===== src/rtl/audio_pkg.sv =====
// Shared audio types for the DAC feeder path.
// Sample/frame types, counter sizing and the load-time attenuator.
package audio_pkg;

    localparam int CHANNEL_LENGTH = 16;
    localparam int CNT_W          = 8;
    localparam logic [CNT_W-1:0] CNT_MAX = 8'd255;

    typedef logic signed [CHANNEL_LENGTH-1:0] sample_t;

    typedef struct packed {
        sample_t l;
        sample_t r;
    } stereo_t;

    typedef enum logic {
        HALF_LEFT  = 1'b0,
        HALF_RIGHT = 1'b1
    } half_e;

    function automatic sample_t atten_shift(sample_t s, logic [3:0] a);
        return s >>> a;
    endfunction

endpackage


===== src/rtl/dac_sample_feeder_if.sv =====
// Upstream frame handshake into the DAC feeder.
// master = synth/mixer side, slave = feeder side.
interface dac_sample_feeder_if;
    import audio_pkg::*;

    logic    i_valid;
    logic    o_ready;
    sample_t i_left;
    sample_t i_right;

    modport master (
        output i_valid,
        output i_left,
        output i_right,
        input  o_ready
    );

    modport slave (
        input  i_valid,
        input  i_left,
        input  i_right,
        output o_ready
    );

endinterface


===== src/rtl/sample_fifo.sv =====
// Synchronous FIFO; pointers carry one extra bit so full/empty
// differ only in the wrap bit.
module sample_fifo #(
    parameter int  DEPTH = 4,
    parameter type T     = logic [31:0]
) (
    input  logic                     clk,
    input  logic                     rst,
    input  logic                     push,
    input  logic                     pop,
    input  T                         din,
    output T                         dout,
    output logic                     full,
    output logic                     empty,
    output logic [$clog2(DEPTH):0]   count
);

    localparam int AW = $clog2(DEPTH);

    logic [AW:0] wr_ptr;
    logic [AW:0] rd_ptr;
    logic        do_push;
    logic        do_pop;
    T            mem [DEPTH];

    assign empty   = (wr_ptr == rd_ptr);
    assign full    = (wr_ptr[AW] != rd_ptr[AW]) &&
                     (wr_ptr[AW-1:0] == rd_ptr[AW-1:0]);
    assign count   = wr_ptr - rd_ptr;
    assign do_push = push && !full;
    assign do_pop  = pop && !empty;
    assign dout    = mem[rd_ptr[AW-1:0]];

    always_ff @(posedge clk) begin
        if (do_push) begin
            mem[wr_ptr[AW-1:0]] <= din;
        end
    end

    always_ff @(posedge clk or posedge rst) begin
        if (rst) begin
            wr_ptr <= '0;
            rd_ptr <= '0;
        end else begin
            if (do_push) begin
                wr_ptr <= wr_ptr + 1'b1;
            end
            if (do_pop) begin
                rd_ptr <= rd_ptr + 1'b1;
            end
        end
    end

endmodule


===== src/rtl/dac_sample_feeder.sv =====
// Buffers stereo frames and presents one attenuated sample per
// lrck half, stable across the serializer's shift window.
module dac_sample_feeder
    import audio_pkg::*;
#(
    parameter int DEPTH         = 4,
    parameter int SWITCH_AT     = 20,
    parameter int UNDERRUN_HOLD = 0
) (
    input  logic                    i_bclk,
    input  logic                    i_rst,
    input  logic                    i_daclrck,
    dac_sample_feeder_if.slave      up,
    input  logic [3:0]              i_atten,
    input  logic                    i_clr_underrun,
    output sample_t                 o_sound,
    output logic                    o_underrun,
    output logic [$clog2(DEPTH):0]  o_level
);

    localparam logic [CNT_W-1:0] LOAD_AT = CNT_W'(SWITCH_AT - 1);

    half_e            half_q;
    half_e            half_d;
    logic [CNT_W-1:0] cnt;
    logic             lr_edge;
    logic             load;
    logic             push;
    logic             pop;
    logic             full;
    logic             empty;
    logic             under_set;
    stereo_t          head;
    stereo_t          last_q;
    stereo_t          frame;
    stereo_t          din;
    sample_t          held_right;
    sample_t          held_d;
    sample_t          sound_d;

    assign din        = '{l: up.i_left, r: up.i_right};
    assign up.o_ready = !full;
    assign push       = up.i_valid && !full;
    assign lr_edge    = (half_e'(i_daclrck) != half_q);
    assign load       = !lr_edge && (cnt == LOAD_AT);

    sample_fifo #(
        .DEPTH (DEPTH),
        .T     (stereo_t)
    ) u_fifo (
        .clk   (i_bclk),
        .rst   (i_rst),
        .push  (push),
        .pop   (pop),
        .din   (din),
        .dout  (head),
        .full  (full),
        .empty (empty),
        .count (o_level)
    );

    // Right-half load feeds the next left window, left-half load the
    // next right window from the half-frame parked in held_right.
    always_comb begin
        half_d    = half_e'(i_daclrck);
        pop       = 1'b0;
        under_set = 1'b0;
        frame     = head;
        sound_d   = o_sound;
        held_d    = held_right;
        if (load) begin
            unique case (half_q)
                HALF_RIGHT: begin
                    pop       = !empty;
                    under_set = empty;
                    if (empty) begin
                        frame = (UNDERRUN_HOLD != 0) ? last_q : '0;
                    end
                    sound_d = atten_shift(frame.l, i_atten);
                    held_d  = frame.r;
                end
                HALF_LEFT: begin
                    sound_d = atten_shift(held_right, i_atten);
                end
            endcase
        end
    end

    always_ff @(posedge i_bclk or posedge i_rst) begin
        if (i_rst) begin
            half_q     <= HALF_LEFT;
            cnt        <= '0;
            o_sound    <= '0;
            held_right <= '0;
            last_q     <= '0;
            o_underrun <= 1'b0;
        end else begin
            half_q     <= half_d;
            o_sound    <= sound_d;
            held_right <= held_d;
            if (lr_edge) begin
                cnt <= '0;
            end else if (cnt != CNT_MAX) begin
                cnt <= cnt + 1'b1;
            end
            if (pop) begin
                last_q <= head;
            end
            if (under_set) begin
                o_underrun <= 1'b1;
            end else if (i_clr_underrun) begin
                o_underrun <= 1'b0;
            end
        end
    end

endmodule


===== src/flat_wrapper.sv =====
// flat-port wrapper written by rule: the top's interface ports become plain ports
module dac_sample_feeder_flat import audio_pkg::*;
#(
    parameter int DEPTH         = 4,
    parameter int SWITCH_AT     = 20,
    parameter int UNDERRUN_HOLD = 0
)
  (i_bclk, i_rst, i_daclrck, i_atten, i_clr_underrun, o_sound, o_underrun, o_level, up_i_valid, up_i_left, up_i_right, up_o_ready);
  dac_sample_feeder_if up_i ();
  input  logic i_bclk;
  input  logic i_rst;
  input  logic i_daclrck;
  input  logic [3:0] i_atten;
  input  logic i_clr_underrun;
  output sample_t o_sound;
  output logic o_underrun;
  output logic [$clog2(DEPTH):0] o_level;
  input wire logic [$bits(up_i.i_valid)-1:0] up_i_valid;
  input wire logic [$bits(up_i.i_left)-1:0] up_i_left;
  input wire logic [$bits(up_i.i_right)-1:0] up_i_right;
  output wire logic [$bits(up_i.o_ready)-1:0] up_o_ready;
  assign up_i.i_valid = up_i_valid;
  assign up_i.i_left = up_i_left;
  assign up_i.i_right = up_i_right;
  assign up_o_ready = up_i.o_ready;
  dac_sample_feeder #(.DEPTH(DEPTH), .SWITCH_AT(SWITCH_AT), .UNDERRUN_HOLD(UNDERRUN_HOLD)) u_core (.i_bclk(i_bclk), .i_rst(i_rst), .i_daclrck(i_daclrck), .up(up_i), .i_atten(i_atten), .i_clr_underrun(i_clr_underrun), .o_sound(o_sound), .o_underrun(o_underrun), .o_level(o_level));
endmodule

===== config.mk =====
export PLATFORM = sky130hd
export DESIGN_NAME = dac_sample_feeder_flat
export DESIGN_NICKNAME = d
export VERILOG_FILES = /design/src/rtl/audio_pkg.sv /design/src/rtl/dac_sample_feeder_if.sv /design/src/rtl/sample_fifo.sv /design/src/rtl/dac_sample_feeder.sv /design/src/flat_wrapper.sv
export SDC_FILE = /design/constraint.sdc
export NUM_CORES = 1
export LEC_CHECK = 0
export CELL_PAD_IN_SITES_DETAIL_PLACEMENT = 0
export CELL_PAD_IN_SITES_GLOBAL_PLACEMENT = 1
export CORE_MARGIN = 3
export CORE_UTILIZATION = 49
export DETAILED_ROUTE_END_ITERATION = 7
export PLACE_DENSITY = 0.88
export SETUP_SLACK_MARGIN = 0.05
export SLEW_MARGIN = 10
export SYNTH_ARGS = -nofsm -noshare
export SYNTH_HDL_FRONTEND = slang
export SYNTH_HIERARCHICAL = 1
export SYNTH_SLANG_ARGS = --single-unit

===== constraint.sdc =====
create_clock -name i_bclk -period 4 [get_ports i_bclk]
set_input_delay 0.8 -clock i_bclk [delete_from_list [all_inputs] [get_ports i_bclk]]
set_output_delay 0.8 -clock i_bclk [all_outputs]
set_load 0.1 [all_outputs]

# After elaboration in Yosys (flattened, before gate mapping)

Memories as Yosys holds them, arrays and structs flattened.
Cells that the tools add are included.

Bitwise gates (word level): 1
Add/sub/neg operators: 4
Mux-type cells: 14
Reductions and logical operators: 11
Eq/ne operators: 6
Shift operators: 2

Operator list:

| kind                  | number |
|---|---|
| $mux W32              | 3 |
| $pmux W16 S2          | 1 |
| $sshr A16 B4 Y16      | 2 |
| $mux W8               | 2 |
| $add A8 B1 Y8 const B | 1 |
| $eq A8 B5 Y1 const B  | 1 |
| $mux W1               | 8 |
| $ne A8 B8 Y1 const B  | 1 |
| $add A3 B1 Y3 const B | 2 |
| $logic_and A1 B1 Y1   | 5 |
| $reduce_bool A2 Y1    | 2 |
| $eq A3 B3 Y1          | 1 |
| $logic_not A1 Y1      | 3 |
| $sub A3 B3 Y3         | 1 |
| $eq A2 B2 Y1          | 1 |
| $ne A1 B1 Y1          | 2 |
| $reduce_and A2 Y1     | 1 |
| $not A1 Y1            | 1 |

Memory bits (writable): 128
Logic and storage cells: 46
Flip-flop bits (word level): 48
Memories: 1

Memory list:

| memory            | words | width | rd ports | clocked after memory_dff | wr ports | line              | RTL |
|---|---|---|---|---|---|---|---|
| u_core.u_fifo.mem | 4     | 32    | 1        | 0                        | 1        | sample_fifo.sv:24 | `T mem [DEPTH];` |

# Logic depth before layout (Yosys ltp)

Gate-level depths: netlist of run 1.

Depth in word-level cells: 7
Depth in mapped cells: 14
Depth with buffers taken out: 10

# Modules after synthesis

Netlist of run 1, hierarchy kept.

Modules (own cells, without submodules):

| module            | area each (µm²) | seq. area each (µm²) | cells an instance | instances |
|---|---|---|---|---|
| sample_fifo       | 5083.6          | 3993.8               | 214               | 1 |
| dac_sample_feeder | 2712.6          | 1051.0               | 319               | 1 |

# Worst setup path after synthesis of run 1

No wires, ideal clock.

Path kind: reg2out
Start: reg u_core.u_fifo.rd_ptr[1]
End: out o_level[2]
Setup slack: 0.339 ns
Arrival: 2.861 ns
Data required time: 3.200 ns
Stages on the path, launching flop included: 6
Cell sequence: dfrtp_1 -> clkbuf_1 -> buf_2 -> inv_1 -> fa_1 -> xnor2_1

Cells in the longest elaborated chain, start to end: 1

Ends and longest elaborated chain:

| item                   | line               | RTL |
|---|---|---|
| start, declared        | sample_fifo.sv:21  | `logic [AW:0] rd_ptr;` |
| start signal, assigned | sample_fifo.sv:49  | `rd_ptr <= rd_ptr + 1'b1;` |
| $sub A3 B3 Y3          | sample_fifo.sv:29  | `assign count = wr_ptr - rd_ptr;` |
| end, declared          | flat_wrapper.sv:17 | `output logic [$clog2(DEPTH):0] o_level;` |

No other way between the ends.

# Worst setup path in the final report of run 1

Start: reg u_core.u_fifo.wr_ptr[0]
End: reg u_core.o_sound[2]

Cells in the longest elaborated chain, start to end: 6

Ends and longest elaborated chain:

| item                   | line                    | RTL |
|---|---|---|
| start, declared        | sample_fifo.sv:20       | `logic [AW:0] wr_ptr;` |
| start signal, assigned | sample_fifo.sv:46       | `wr_ptr <= wr_ptr + 1'b1;` |
| $eq A3 B3 Y1           | sample_fifo.sv:26       | `assign empty = (wr_ptr == rd_ptr);` |
| via u_core.empty       | dac_sample_feeder.sv:31 | `logic empty;` |
| $mux W32               | dac_sample_feeder.sv:76 | `if (empty) begin` |
| $mux W32               | dac_sample_feeder.sv:72 | `unique case (half_q)` |
| $mux W32               | dac_sample_feeder.sv:71 | `if (load) begin` |
| $sshr A16 B4 Y16       | audio_pkg.sv:22         | `return s >>> a;` |
| $pmux W16 S2           | dac_sample_feeder.sv:72 |  |
| end signal, assigned   | dac_sample_feeder.sv:99 | `o_sound <= sound_d;` |
| end, declared          | dac_sample_feeder.sv:16 | `output sample_t o_sound,` |

The timed path passes the listed nets, and every way through them passes these cells. The select of a mux whose other input is x is not followed.
A chain may end at the register's enable or synchronous reset.

==> flow_summary.ini, run 1 <==
[pwr]
peakVddDrop_v = 0.000358
p_per_area_mw_per_mm2 = 548
fin_total_pwr_mw = 5.05
p_leak_nw = 3.35

[logic_synthesis]
synth_edf_count = 128
syn_avg_cell_area_um2 = 14.6
syn_nets = 583
synth_area_mm2 = 0.00780
ys_warn_count = 6
seq_area_frac_synth_pct = 64.7
ys_ff_latch = 176
ys_types = 62
synth-main-ff-cell = edfxtp_1
synth_cells = 533
async_flop_share_pct = 27.3

[placement]
dpl.hpwl_um = 10400
gp_congestion = 0.877
postPlaceCellArea_mm2 = 0.00867
dp.cells = 790
port_buffers = 61

[clock_tree]
cts_made_buffers = 17
clk_path_buf_depth = 2
cts_resized = 0
ctsHoldBuffers = 0
cts.htree.levels = 4
insertion_delay_ns = 0.43
postCtsSetupBuffers = 0
cts_root_buf = clkbuf_16
cts_sinks = 176
cts_tree = yes
cts.clk_slew.worst_paths_ns = 0.07

[timing]
hold_viol = 0
slew_headroom_pct = 34.6
worst_slew_pin_slew_ns = 0.978
fin_crit_sh_pct = 81.1
fmax_mhz = 308
holdWs_ns = 0.483
slew_violations = 0
fin_skew_ns = 0.00946
final.setup.tns_ns = 0
setup_violations = 0
min_period_ns = 3.25
rsz0062_at_grt = false

[detailed_routing]
wl_met3_um = 684
antenna_left = 0
m1WireLength_um = 6720
highest_layer = met4
via_count = 4629
wl_per_cell_um = 18.9
dr.pass1.iters = 4
dr.first_iter.drc_count = 328
drc = 0
drt_wl_total_um = 15500
wl_met2_um = 7840
detail_route.vias_per_cell = 5.63

[layout]
mostFrequentLayoutCells = edfxtp_1 (128), clkdlybuf4s50_1 (57), nand2_1 (48)
final-seq-area_mm2 = 0.00505
final_common_cell = edfxtp_1
final_area_mm2 = 0.00922
n_fill_cell = 1186
multiInputGateArea_mm2 = 0.00254
syn2layout_area_growth_pct = 18.2
drive_gt1_share_pct = 16.0
stdcell_count = 822
nets = 648
diodes = 0

[worst_setup_path]
cp_max_fo = 19
crit_type = reg -> reg
reg2reg_from = u_core/u_fifo/wr_ptr[0]
cp.required_ns = 4.36
startpoint = u_core/u_fifo/wr_ptr[0]
startpoint_type = register
worstPathArrival_ns = 3.60
critPathCaptureType = register

[global_routing]
grt_use_total_pct = 18.9
grt_pass1_vias = 4833
grt_max_degree = 35
antenna_found_initial = 0
grt_first_pass_wirelength_um = 25600
grt_overflow = 0

[floorplanning]
core-area_mm2 = 0.0154
ios = 62
dieArea_mm2 = 0.0175
rows = 45
die_h_um = 132
die_x_um = 132
start_util_pct = 50.7

[min_path]
hold_path_class = reg -> reg
min_from = u_core/held_right[12]

[job]
cap_violations = 0

[status]
status = finished clean
cells by family (layout without fill, tap and decap cells):
logic type,count (synthesis),count (layout),share of synthesized area (%)
AOI/OAI and AO/OA,104,104,8.97
xor gates and xnor gates,9,9,1.11
adders and majority gates,9,9,1.54
buffers and inverters,46,124,2.76
DFF,176,176,64.7
muxes,55,55,12.5
and+or+nand+nor,134,134,8.38
metal layers:
metal	vias up	track usage (%)
met3	22	4.62
met4	0	6.18
li1	2175	-
met1	2324	24.9
met5	-	0
met2	108	31.1
worst max-delay path, cell delays in order, from the launching register on:
cell	delay [ns]
dfrtp_1	0.42
inv_1	0.11
ha_1	0.36
nand2_1	0.18
nor2_1	0.07
buf_4	0.20
nor2b_1	0.50
buf_4	0.30
a22oi_1	0.12
mux4_2	0.50
o22ai_1	0.17
o31ai_1	0.09
o21ai_1	0.14
per-stage QoR:
stage | worst slack, ns | utilization [%]
floorplan | 0.339 | -
global placement | 0.964 | 56.4
detailed placement | 0.814 | 56.4
CTS | 0.801 | 60.0
global route | 0.465 | 60.0
finish | 0.755 | 60.0
cell type report:
class	count	area share [%]
inverters	17	0.692
well taps	211	2.86
multi-input cells	311	27.5
clock inverters	15	1.34
repair buffers	75	8.20
clock buffers	17	4.62
flip-flops and latches	176	54.8
sequential cells by signal (all words and copies together), names as in the netlist:
| signal | count |
|---|---|
| u_core/cnt | 8 |
| u_core/half_q | 1 |
| u_core/held_right | 16 |
| u_core/o_sound | 16 |
| u_core/o_underrun | 1 |
| u_core/u_fifo/mem | 128 |
| u_core/u_fifo/rd_ptr | 3 |
| u_core/u_fifo/wr_ptr | 3 |
path summary, 6_finish.rpt:
kind	to	slack [ns]	cells past startpoint
worst min register to register	u_core/held_right[12]	0.48	2
worst max-delay path	u_core/o_sound[2]	0.75	12
worst min-delay path	u_core/held_right[12]	0.48	2
worst max register to register	u_core/o_sound[2]	0.75	12
min in group asynchronous	u_core/u_fifo/rd_ptr[2]	0.67	2
max in group asynchronous	u_core/half_q	2.55	3
synth_stat cells, types with 9 or more instances:
library cell	instances	area (um2)
mux4_2	33	743
a21oi_1	15	75.1
o21ai_0	28	140
nand2_1	48	180
nor2_1	28	105
clkbuf_1	17	63.8
nand2b_1	17	106
mux2i_1	17	170
inv_1	16	60.1
edfxtp_1	128	3840
nor2b_1	9	56.3
dfrtp_1	48	1200
power by group:
group | switching (mW) | internal [mW]
clock network | 0.717 | 0.810
registers | 0.0923 | 2.29
logic | 0.753 | 0.383
total | 1.56 | 3.49
No activity file was read; power rests on OpenSTA's default activity.
==> run 2, diff against run 1 <==
- clock period: 4 -> 3.2 ns (I/O delays scaled with it)
==> run 2 against run 1 <==
  * Register-to-register slack worse by 0.34 ns
  * Flip-flop and latch count stayed put
  * Die area stayed put
  * Fmax is 16% higher
  * Utilization is 0.46 points higher
  * Non-clock buffer count is 5 higher
  * Clock skew is 0.0017 ns higher
  * Worst hold slack worse by 0.0020 ns
  * Sequential share of layout area is 0.41 points lower
  * Clock power is 43% higher
  * Largest power group unchanged
==> flow_summary.ini, run 2 (synthesis results as in run 1) <==
[status]
status = finished clean

[floorplanning]
die_h_um = 132
start_util_pct = 50.7
core-area_mm2 = 0.0154
ios = 62
dieArea_mm2 = 0.0175
die_x_um = 132
rows = 45

[worst_setup_path]
startpoint_type = register
critPathCaptureType = register
worstPathArrival_ns = 3.10
reg2reg_depth = 11
cp_max_fo = 23
startpoint = u_core/u_fifo/wr_ptr[0]
path_cells = inv_1 > ha_1 > nand2_1 > nor2_1 > nor2b_1 > buf_4 > a22o_1 > mux2i_1 > o31ai_1 > a221oi_1 > nor2_1
crit_slowest_cell = dfrtp_1
cp.required_ns = 3.51
regToRegSetupSlack_ns = 0.41
crit_type = reg -> reg
cpMostUsedCell = nor2_1
slowest_delay_ns = 0.41
path_buf_inv = 2
cp_top_family = compound AO/OA/AOI/OAI gates
reg2reg_from = u_core/u_fifo/wr_ptr[0]
r2r-end = u_core/o_sound[9]

[pwr]
clockPowerShare_pct = 33.1
swShare_pct = 29.2
p_int_mw = 4.68
p_sw_mw = 1.93
peakVddDrop_v = 0.000488
p_leak_nw = 3.45
p_per_area_mw_per_mm2 = 712
pwr-share-comb_pct = 21.8
p_seq_share_pct = 45.0

[clock_tree]
cts_resized = 0
cts_made_buffers = 17
cts_root_buf = clkbuf_16
cts_tree = yes
clk_path_buf_depth = 2
cts.htree.levels = 4
insertion_delay_ns = 0.43
cts.clk_slew.worst_paths_ns = 0.06
cts_sinks = 176
postCtsSetupBuffers = 0
ctsHoldBuffers = 0

[detailed_routing]
detail_route.vias_per_cell = 5.69
drt_wl_total_um = 15800
wl_per_cell_um = 19.1
dr.pass1.iters = 5
via_count = 4705
drc = 0
dr.first_iter.drc_count = 413
antenna_left = 0

[timing]
min_period_ns = 2.79
rsz0062_at_grt = false
fin_skew_ns = 0.0112
final.setup.tns_ns = 0
fmax_mhz = 359
setup_violations = 0
hold_viol = 0
fin_crit_sh_pct = 87.1
slew_violations = 0
worst_slew_pin_slew_ns = 0.747
slew_headroom_pct = 50.1

[global_routing]
grt_overflow = 0
antenna_found_initial = 0
grt_use_total_pct = 19.3
grt_max_degree = 43
grt_first_pass_wirelength_um = 26400
grt_pass1_vias = 4985

[job]
cap_violations = 0

[layout]
drive_gt1_share_pct = 19.5
final_common_cell = edfxtp_1
diodes = 0
multiInputGateArea_mm2 = 0.00254
largest_reg_flops = 128
n_fill_cell = 1165
syn2layout_area_growth_pct = 19.1
stdcell_count = 827
final-seq-area_mm2 = 0.00505
mostFrequentLayoutCells = edfxtp_1 (128), nand2_1 (48), dfrtp_1 (47)
nets = 653

[min_path]
min_from = u_core/held_right[15]
hold_depth = 2
hold-path-endpoint = u_core/held_right[15]
hold_path_class = reg -> reg

[placement]
port_buffers = 61
gp_congestion = 0.874
dp.cells = 795
dpl.hpwl_um = 10600
run 2: worst max-delay path by stage:
stage                     cells past startpoint                end  slack (ns)
after detailed placement                      7  u_core/o_sound[3]        0.38
after global routing                         11  u_core/o_sound[9]        0.22
after floorplan                              14  u_core/o_sound[1]        0.25
after CTS                                    11  u_core/o_sound[9]        0.47
final                                        11  u_core/o_sound[9]        0.41
after global placement                        6  u_core/o_sound[0]        0.47
run 2: metal layers:
layer	vias up	track usage, %	share of wire (%)
li1	2177	-	-
met5	-	0	0
met2	136	31.8	51
met1	2366	25.2	42
met4	0	7.00	1.9
met3	26	4.66	4.8
run 2: worst reg2reg max path: stages (launching register included):
cell and delay [ns]:
dfrtp_1 0.41, inv_1 0.10, ha_1 0.35, nand2_1 0.15
nor2_1 0.18, nor2b_1 0.07, buf_4 0.21, a22o_1 0.32
mux2i_1 0.36, o31ai_1 0.11, a221oi_1 0.33, nor2_1 0.07
run 2: final cells by class:
class,instances,share of cell area (%)
multi-input cells,311,27.4
repair buffers,80,7.95
flip-flops and latches,176,54.3
well taps,211,2.84
inverters,17,0.687
clock inverters,15,2.20
clock buffers,17,4.58
run 2: power groups by stage:
stage | combinational, mW | sequential, mW | clock (mW)
floorplan | 0.861 | 3.11 | 0
global placement | 1.43 | 3.00 | 0
detailed placement | 1.45 | 3.03 | 0
CTS | 1.46 | 2.98 | 2.23
global route | 1.55 | 3.01 | 2.33
finish | 1.45 | 2.98 | 2.19
run 2: metrics by stage:
stage | area (um2) | utilization, % | hold WS, ns | setup slack, ns | total power [mW]
after floorplan | 7800 | - | 0.431 | 0.246 | 3.97
after detailed placement | 8660 | 56.3 | 0.471 | 0.381 | 4.48
after CTS | 9290 | 60.4 | 0.485 | 0.470 | 6.67
final | 9290 | 60.4 | 0.481 | 0.412 | 6.61
after global placement | 8660 | 56.3 | 0.458 | 0.475 | 4.42
after global routing | 9290 | 60.4 | 0.504 | 0.219 | 6.89
